$ cat config.mk
export PLATFORM = sky130hd
export DESIGN_NAME = tx_reset_sequencer_flat
export DESIGN_NICKNAME = d
export VERILOG_FILES = /design/src/rtl/tx_reset_sequencer_if.sv /design/src/rtl/tx_reset_sequencer.sv /design/src/flat_wrapper.sv
export SDC_FILE = /design/constraint.sdc
export NUM_CORES = 1
export LEC_CHECK = 0
export ABC_AREA = 1
export BUFFER_PORTS_ARGS = -buffer_cell sky130_fd_sc_hd__buf_2
export CORE_UTILIZATION = 51
export CTS_CLUSTER_DIAMETER = 200
export DETAILED_ROUTE_END_ITERATION = 8
export PLACE_DENSITY = 0.86
export SYNTH_ARGS = -nofsm -noshare
export SYNTH_HDL_FRONTEND = slang
export SYNTH_SLANG_ARGS = --single-unit
$ cat constraint.sdc
create_clock -name aclk -period 1.6 [get_ports aclk]
set_input_delay 0.16 -clock aclk [delete_from_list [all_inputs] [get_ports aclk]]
set_output_delay 0.16 -clock aclk [all_outputs]
set_load 0.005 [all_outputs]
$ cat src/rtl/tx_reset_sequencer_if.sv
// TX reset sequencer signal bundle: switch request, TX idle status, TX reset
// and sequencer status. master = sequencer side, slave = system/TX side.
interface tx_reset_sequencer_if;
    logic       sw_stat;
    logic       tx_idle;
    logic       tx_resetn;
    logic       busy;
    logic       rst_done;
    logic       drain_to;
    logic [7:0] rst_count;

    modport master (
        input  sw_stat,
        input  tx_idle,
        output tx_resetn,
        output busy,
        output rst_done,
        output drain_to,
        output rst_count
    );

    modport slave (
        output sw_stat,
        output tx_idle,
        input  tx_resetn,
        input  busy,
        input  rst_done,
        input  drain_to,
        input  rst_count
    );
endinterface

$ cat src/rtl/tx_reset_sequencer.sv
// TX reset sequencer: a rising edge on sw_stat drains the TX path (or times
// out), holds tx_resetn low, then waits a recovery period before re-arming.
// Ports: aclk, aresetn (async, active-low), bus (tx_reset_sequencer_if.master):
//   sw_stat, tx_idle in; tx_resetn, busy, rst_done, drain_to, rst_count out.
// Optional macro TX_RST_COUNTER_EN enables the saturating rst_count register;
// without it rst_count is tied to zero.
module tx_reset_sequencer #(
    parameter int RST_CYCLES     = 16,
    parameter int HOLDOFF_CYCLES = 64,
    parameter int DRAIN_TIMEOUT  = 200
) (
    input  logic                   aclk,
    input  logic                   aresetn,
    tx_reset_sequencer_if.master   bus
);
    localparam logic [1:0] S_IDLE    = 2'd0;
    localparam logic [1:0] S_DRAIN   = 2'd1;
    localparam logic [1:0] S_ASSERT  = 2'd2;
    localparam logic [1:0] S_RECOVER = 2'd3;

    localparam logic [7:0] DRAIN_LAST = 8'(DRAIN_TIMEOUT - 1);
    localparam logic [7:0] RST_LAST   = 8'(RST_CYCLES - 1);
    localparam logic [7:0] HOLD_LAST  = 8'(HOLDOFF_CYCLES - 1);

    logic [1:0] state;
    logic [1:0] state_nxt;
    logic [7:0] timer;
    logic       sw_stat_d;
    logic       req;
    logic       done_nxt;
    logic       drain_expire;
    logic       tx_resetn_q;
    logic       busy_q;
    logic       done_q;
    logic       drain_q;

    always_comb begin
        req          = bus.sw_stat & ~sw_stat_d;
        drain_expire = (state == S_DRAIN) && !bus.tx_idle
                       && (timer == DRAIN_LAST);
        state_nxt    = state;
        case (state)
            S_IDLE:    if (req) state_nxt = S_DRAIN;
            S_DRAIN:   if (bus.tx_idle || timer == DRAIN_LAST)
                           state_nxt = S_ASSERT;
            S_ASSERT:  if (timer == RST_LAST) state_nxt = S_RECOVER;
            S_RECOVER: if (timer == HOLD_LAST) state_nxt = S_IDLE;
            default:   state_nxt = S_IDLE;
        endcase
        done_nxt = (state == S_RECOVER) && (state_nxt == S_IDLE);
    end

    // Outputs are registered from the next state so they line up with it.
    // sw_stat_d resets high so a switch already on at release is not a request.
    always_ff @(posedge aclk or negedge aresetn) begin
        if (!aresetn) begin
            state       <= S_IDLE;
            timer       <= 8'd0;
            sw_stat_d   <= 1'b1;
            tx_resetn_q <= 1'b0;
            busy_q      <= 1'b0;
            done_q      <= 1'b0;
            drain_q     <= 1'b0;
        end else begin
            state       <= state_nxt;
            timer       <= (state_nxt != state) ? 8'd0 : timer + 8'd1;
            sw_stat_d   <= bus.sw_stat;
            tx_resetn_q <= (state_nxt != S_ASSERT);
            busy_q      <= (state_nxt != S_IDLE);
            done_q      <= done_nxt;
            if (drain_expire)
                drain_q <= 1'b1;
        end
    end

`ifdef TX_RST_COUNTER_EN
    logic [7:0] cnt_q;

    always_ff @(posedge aclk or negedge aresetn) begin
        if (!aresetn)
            cnt_q <= 8'd0;
        else if (done_nxt && cnt_q != 8'hFF)
            cnt_q <= cnt_q + 8'd1;
    end

    assign bus.rst_count = cnt_q;
`else
    assign bus.rst_count = 8'd0;
`endif

    assign bus.tx_resetn = tx_resetn_q;
    assign bus.busy      = busy_q;
    assign bus.rst_done  = done_q;
    assign bus.drain_to  = drain_q;
endmodule

$ cat src/flat_wrapper.sv
// flat-port wrapper written by rule: the top's interface ports become plain ports
module tx_reset_sequencer_flat 
#(
    parameter int RST_CYCLES     = 16,
    parameter int HOLDOFF_CYCLES = 64,
    parameter int DRAIN_TIMEOUT  = 200
)
  (aclk, aresetn, bus_sw_stat, bus_tx_idle, bus_tx_resetn, bus_busy, bus_rst_done, bus_drain_to, bus_rst_count);
  tx_reset_sequencer_if bus_i ();
  input  logic aclk;
  input  logic aresetn;
  input wire logic [$bits(bus_i.sw_stat)-1:0] bus_sw_stat;
  input wire logic [$bits(bus_i.tx_idle)-1:0] bus_tx_idle;
  output wire logic [$bits(bus_i.tx_resetn)-1:0] bus_tx_resetn;
  output wire logic [$bits(bus_i.busy)-1:0] bus_busy;
  output wire logic [$bits(bus_i.rst_done)-1:0] bus_rst_done;
  output wire logic [$bits(bus_i.drain_to)-1:0] bus_drain_to;
  output wire logic [$bits(bus_i.rst_count)-1:0] bus_rst_count;
  assign bus_i.sw_stat = bus_sw_stat;
  assign bus_i.tx_idle = bus_tx_idle;
  assign bus_tx_resetn = bus_i.tx_resetn;
  assign bus_busy = bus_i.busy;
  assign bus_rst_done = bus_i.rst_done;
  assign bus_drain_to = bus_i.drain_to;
  assign bus_rst_count = bus_i.rst_count;
  tx_reset_sequencer #(.RST_CYCLES(RST_CYCLES), .HOLDOFF_CYCLES(HOLDOFF_CYCLES), .DRAIN_TIMEOUT(DRAIN_TIMEOUT)) u_core (.aclk(aclk), .aresetn(aresetn), .bus(bus_i));
endmodule
; Word-level counts from Yosys, hierarchy flattened
; Cells that the tools add are included.
[op_classes]
addsub = 1
reduce_logical = 8
bitwise_logic = 2
n_eq_ne = 8
muxes = 6
[ops]
columns = operator, n
row1 = $add A8 B1 Y8 const B, 1
row2 = $eq A8 B4 Y1 const B, 1
row3 = $eq A8 B6 Y1 const B, 1
row4 = $eq A8 B8 Y1 const B, 1
row5 = $mux W2, 4
row6 = $mux W8, 1
row7 = $pmux W2 S4, 1
row8 = $eq A2 B2 Y1 const B, 2
row9 = $logic_not A2 Y1, 2
row10 = $logic_and A1 B1 Y1, 3
row11 = $eq A2 B1 Y1 const B, 1
row12 = $ne A2 B2 Y1, 1
row13 = $ne A2 B2 Y1 const B, 1
row14 = $reduce_bool A2 Y1, 1
row15 = $and A1 B1 Y1, 1
row16 = $logic_not A1 Y1, 1
row17 = $logic_or A1 B1 Y1, 1
row18 = $not A1 Y1, 1
[word_totals]
out_inout_bits = 12
word_cells = 32
reg_bits = 15

; Longest topological paths before layout
[logic_depth]
depth_word = 6
depth_mapped = 9
ltp_nobuf = 9

; Least setup slack after synthesis
; OpenSTA, ideal clock, no wires.
[synth_path]
path_type = flip-flop to flip-flop
start = register u_core.timer[0]
end = register u_core.busy_q (netlist: u_core.bus.busy)
path_stages_with_launch = 10
setup_slack_ns = 0.321
n_path_buf = 0
setup_ns = 0.122
arrival_time_ns = 1.157
path_cell_list = dfrtp_1 ha_1 nand3_2 inv_1 nand3_1 nand2_1 nand2_1 inv_1 nor2_2 nand2_1
[synth_via]
elab_chain_len = 5
[synth_rtl]
columns = element, line
row1 = from (decl), tx_reset_sequencer.sv:27  ; logic [7:0] timer;
row2 = from (signal assigned), tx_reset_sequencer.sv:66  ; timer <= (state_nxt != state) ? 8'd0 : timer + 8'd1;
row3 = $eq A8 B8 Y1, tx_reset_sequencer.sv:44  ; S_DRAIN: if (bus.tx_idle || timer == DRAIN_LAST)
row4 = $logic_or A1 B1 Y1, tx_reset_sequencer.sv:44
row5 = $mux W2, tx_reset_sequencer.sv:44
row6 = $pmux W2 S4 *, tx_reset_sequencer.sv:42  ; case (state)
row7 = $reduce_bool A2 Y1 *, tx_reset_sequencer.sv:69  ; busy_q <= (state_nxt != S_IDLE);
row8 = to (signal assigned), tx_reset_sequencer.sv:69
row9 = to (decl), tx_reset_sequencer.sv:33  ; logic busy_q;
; Mark *: on every way between the ends. The rest lies on a longest branch, timed or not.
; A chain may end at the register's enable or synchronous reset.

; Worst setup path in the final report
[layout_path]
start = register u_core.timer[0]
end = register u_core.timer[6]
[layout_via]
elab_chain_len = 6
[layout_rtl]
columns = element, line
row1 = $eq A8 B8 Y1, tx_reset_sequencer.sv:44
row2 = $logic_or A1 B1 Y1, tx_reset_sequencer.sv:44
row3 = $mux W2, tx_reset_sequencer.sv:44
row4 = $pmux W2 S4, tx_reset_sequencer.sv:42
row5 = $ne A2 B2 Y1, tx_reset_sequencer.sv:66
row6 = $mux W8 *, tx_reset_sequencer.sv:66
; Marked as above.

==> run summary <==
CP peak stage delay: 0.40 ns
global placer's final weighted congestion: 0.723
share of post-route cells with drive strength above 1: 21.0%
xor/xnor cell area share of the yosys netlist: 5.64%
main combinational cell family by area after synthesis: simple AND/OR/NAND/NOR gates
CP cell instances: ha_1 > nand3_2 > inv_1 > nand3_1 > nand2_1 > nand2_1 > nand3_2 > nor2_1
Area Overhead vs Synth: 8.53%
drt drc: 0
clk buf depth: 2
WL/cell: 10.2 um
cts bufs inserted: 3
most frequent cells in the layout: nand2_1, inv_1, dfrtp_1
final setup fails: 0
pwr/cell area: 728 mW/mm2
Port-buffer cells: 7
Worst-Skew Late Latency: 0.28 ns
drt initial violations: 15
Starting Density: 56.9%
CP endpoint: u_core.timer[6]$_DFF_PN0_
CTS Root Cell: clkbuf_4
flops & latches, synth: 15
Vert. Die Dim: 41.0 um
Max-Cap Viols: 0
Clock Sinks: 15
largest net degree at the start of global routing: 16
CP max-delay cell: dfrtp_1
synth top area cells: dfrtp_1, buf_4, inv_1
Req. time, crit path: 1.81 ns
RR Endpoint: u_core.timer[6]$_DFF_PN0_
First-pass DRT Iterations: 4
final worst path period need: 1.47 ns
Avg Inst Size Synth: 8.83 um2
FP Rows: 13
die area: 0.00168 mm2
Critical Path Start: u_core.timer[0]$_DFF_PN0_
estimated wirelength of the detail-placed design: 894 um
post-synth top area share: 45.1%
Max Fclk: 0.681 GHz
WP data arrival: 1.68 ns
mux contribution to synthesized area: 0%
Post-Route WL: 1170 um
FF-to-FF setup slack: 0.13 ns
Final Total Pwr: 0.000614 W
VDD IR max: 0.360 mV
CP endpoint kind: register
period utilization: 91.7%
Setup Buffers After CTS: 0
H-tree depth: 1
core area: 0.00137 mm2
Startpoint Class: register
post-route ant nets: 0
Crit Path Class: register to register
Setup Skew: 0.00198 ns
Placed Cells: 109
post-synthesis compound-gate area fraction: 3.06%
Cell variety after synth: 20
Final Hold Viols: 0
CTS clk-pin slew, worst paths: 0.08 ns
Final nets: 106
status: finished, final reports clean
Synth Warn #: 0
via count: 533
CTS tree: yes
count of boundary I/O pins: 16
all-layer global routing usage: 17.1%
Via density: 4.63
top cell type by total area after synthesis: dfrtp_1
Pleak: 0.469 nW
fin. max-slew vios: 0
cells on worst reg2reg path: 8
Crit Path Max Fanout: 8
Worst Hold Class: input port to register
DIE WIDTH: 41.0 um
Seq/Total Area, Yosys: 48.5%
Syn Inst Count: 88
layout filler cell count: 115
RSZ-0062 raised after global routing: no
Simple-Gate Fraction of Synth Area: 26.2%
first-pass GRT wire length: 1760 um
r2r startpoint: u_core.timer[0]$_DFF_PN0_
setup TNS: 0 ns
GRT overflow: 0
initial antenna violation count: 0
non-filler instance count after layout: 115
post-synthesis adder-cell area fraction: 1.61%
diode count: 0
mapped cell area: 777 um2
vias in the first global route: 440
[kinds of logic after synthesis]
| group | after synthesis |
|---|---|
| AOI/OAI and AO/OA | 3 |
| other | 1 |
| adders and majority gates | 1 |
| and+or+nand+nor | 41 |
| DFF | 15 |
| buffers and inverters | 22 |
| xor gates and xnor gates | 5 |
[worst min-delay path by stage]
stage,startpoint,to,cells past startpoint
after floorplan,aresetn,u_core.bus.busy$_DFF_PN0_,0
after CTS,bus_tx_idle,u_core.bus.drain_to$_DFFE_PN0P_,4
after global placement,aresetn,u_core.timer[1]$_DFF_PN0_,1
after detailed placement,aresetn,u_core.timer[1]$_DFF_PN0_,1
after global routing,bus_tx_idle,u_core.bus.drain_to$_DFFE_PN0P_,4
final,bus_tx_idle,u_core.bus.drain_to$_DFFE_PN0P_,4
[Yosys cell counts]
cell,number
xnor2_1,2
nor2_1,12
ha_1,1
nand3_2,3
o21ai_2,1
o211ai_1,1
xor2_1,3
dfrtp_1,14
dfstp_2,1
nand2_2,3
conb_1,1
buf_4,8
nor2_2,2
o21bai_1,1
nand4_1,1
nand3_1,4
nand2_1,14
nor2_4,1
inv_1,14
nand3b_1,1
[worst max-delay path, delay by kind of cell, from the launching register on]
family        cells  cell delay, ns
fa+ha+maj         1            0.25
buf+inv           1            0.06
flops             1            0.40
simple gates      6            0.68
[stage by stage]
stage / area [um2] / util [%] / setup WS [ns] / hold WS [ns]
floorplan: 803 / - / 0.321 / -0.136
global placement: 797 / 58.3 / 0.220 / 0.0701
detailed placement: 797 / 58.3 / 0.160 / 0.0716
CTS: 843 / 61.7 / 0.136 / 0.159
global route: 843 / 61.7 / 0.0200 / 0.181
finish: 843 / 61.7 / 0.132 / 0.171
[state kept, by name, summed over array words and instances, names as in the netlist]
signal	count
u_core.sw_stat_d	1
u_core.bus.drain_to	1
u_core.state	2
u_core.bus.rst_done	1
u_core.bus.busy	1
u_core.timer	8
u_core.bus.tx_resetn	1
[metal layers]
layer  GRT usage, %  wire (um)  vias to the layer above
met5              0          0                        -
met4           7.50         27                        0
met3           6.52         58                        2
met2           26.2        548                       18
met1           21.3        539                      238
li1               -          -                      275
[report_power, final]
part | leakage [nW] | total, W | switching (W) | internal, W
Clock | 0.0150 | 0.000212 | 0.000115 | 0.0000969
Combinational | 0.284 | 0.0000204 | 0.0000138 | 0.00000663
Sequential | 0.171 | 0.000381 | 0.000000286 | 0.000381
Total | 0.469 | 0.000614 | 0.000129 | 0.000485
[what timing repair did]
item	4_1_cts	5_1_grt
resized for setup	0	0
hold buffers	2	0
hold endpoints to repair	15	0
setup endpoints to repair	0	0
[final cells by class]
cell class | instances | area (um2) | share of cell area [%]
inverters | 14 | 52.6 | 6.23
repair buffers | 9 | 55.1 | 6.53
multi-input cells | 58 | 314 | 37.2
well taps | 15 | 18.8 | 2.23
clock buffers | 4 | 26.3 | 3.12
flip-flops and latches | 15 | 377 | 44.7
No activity file was read; power rests on OpenSTA's default activity.
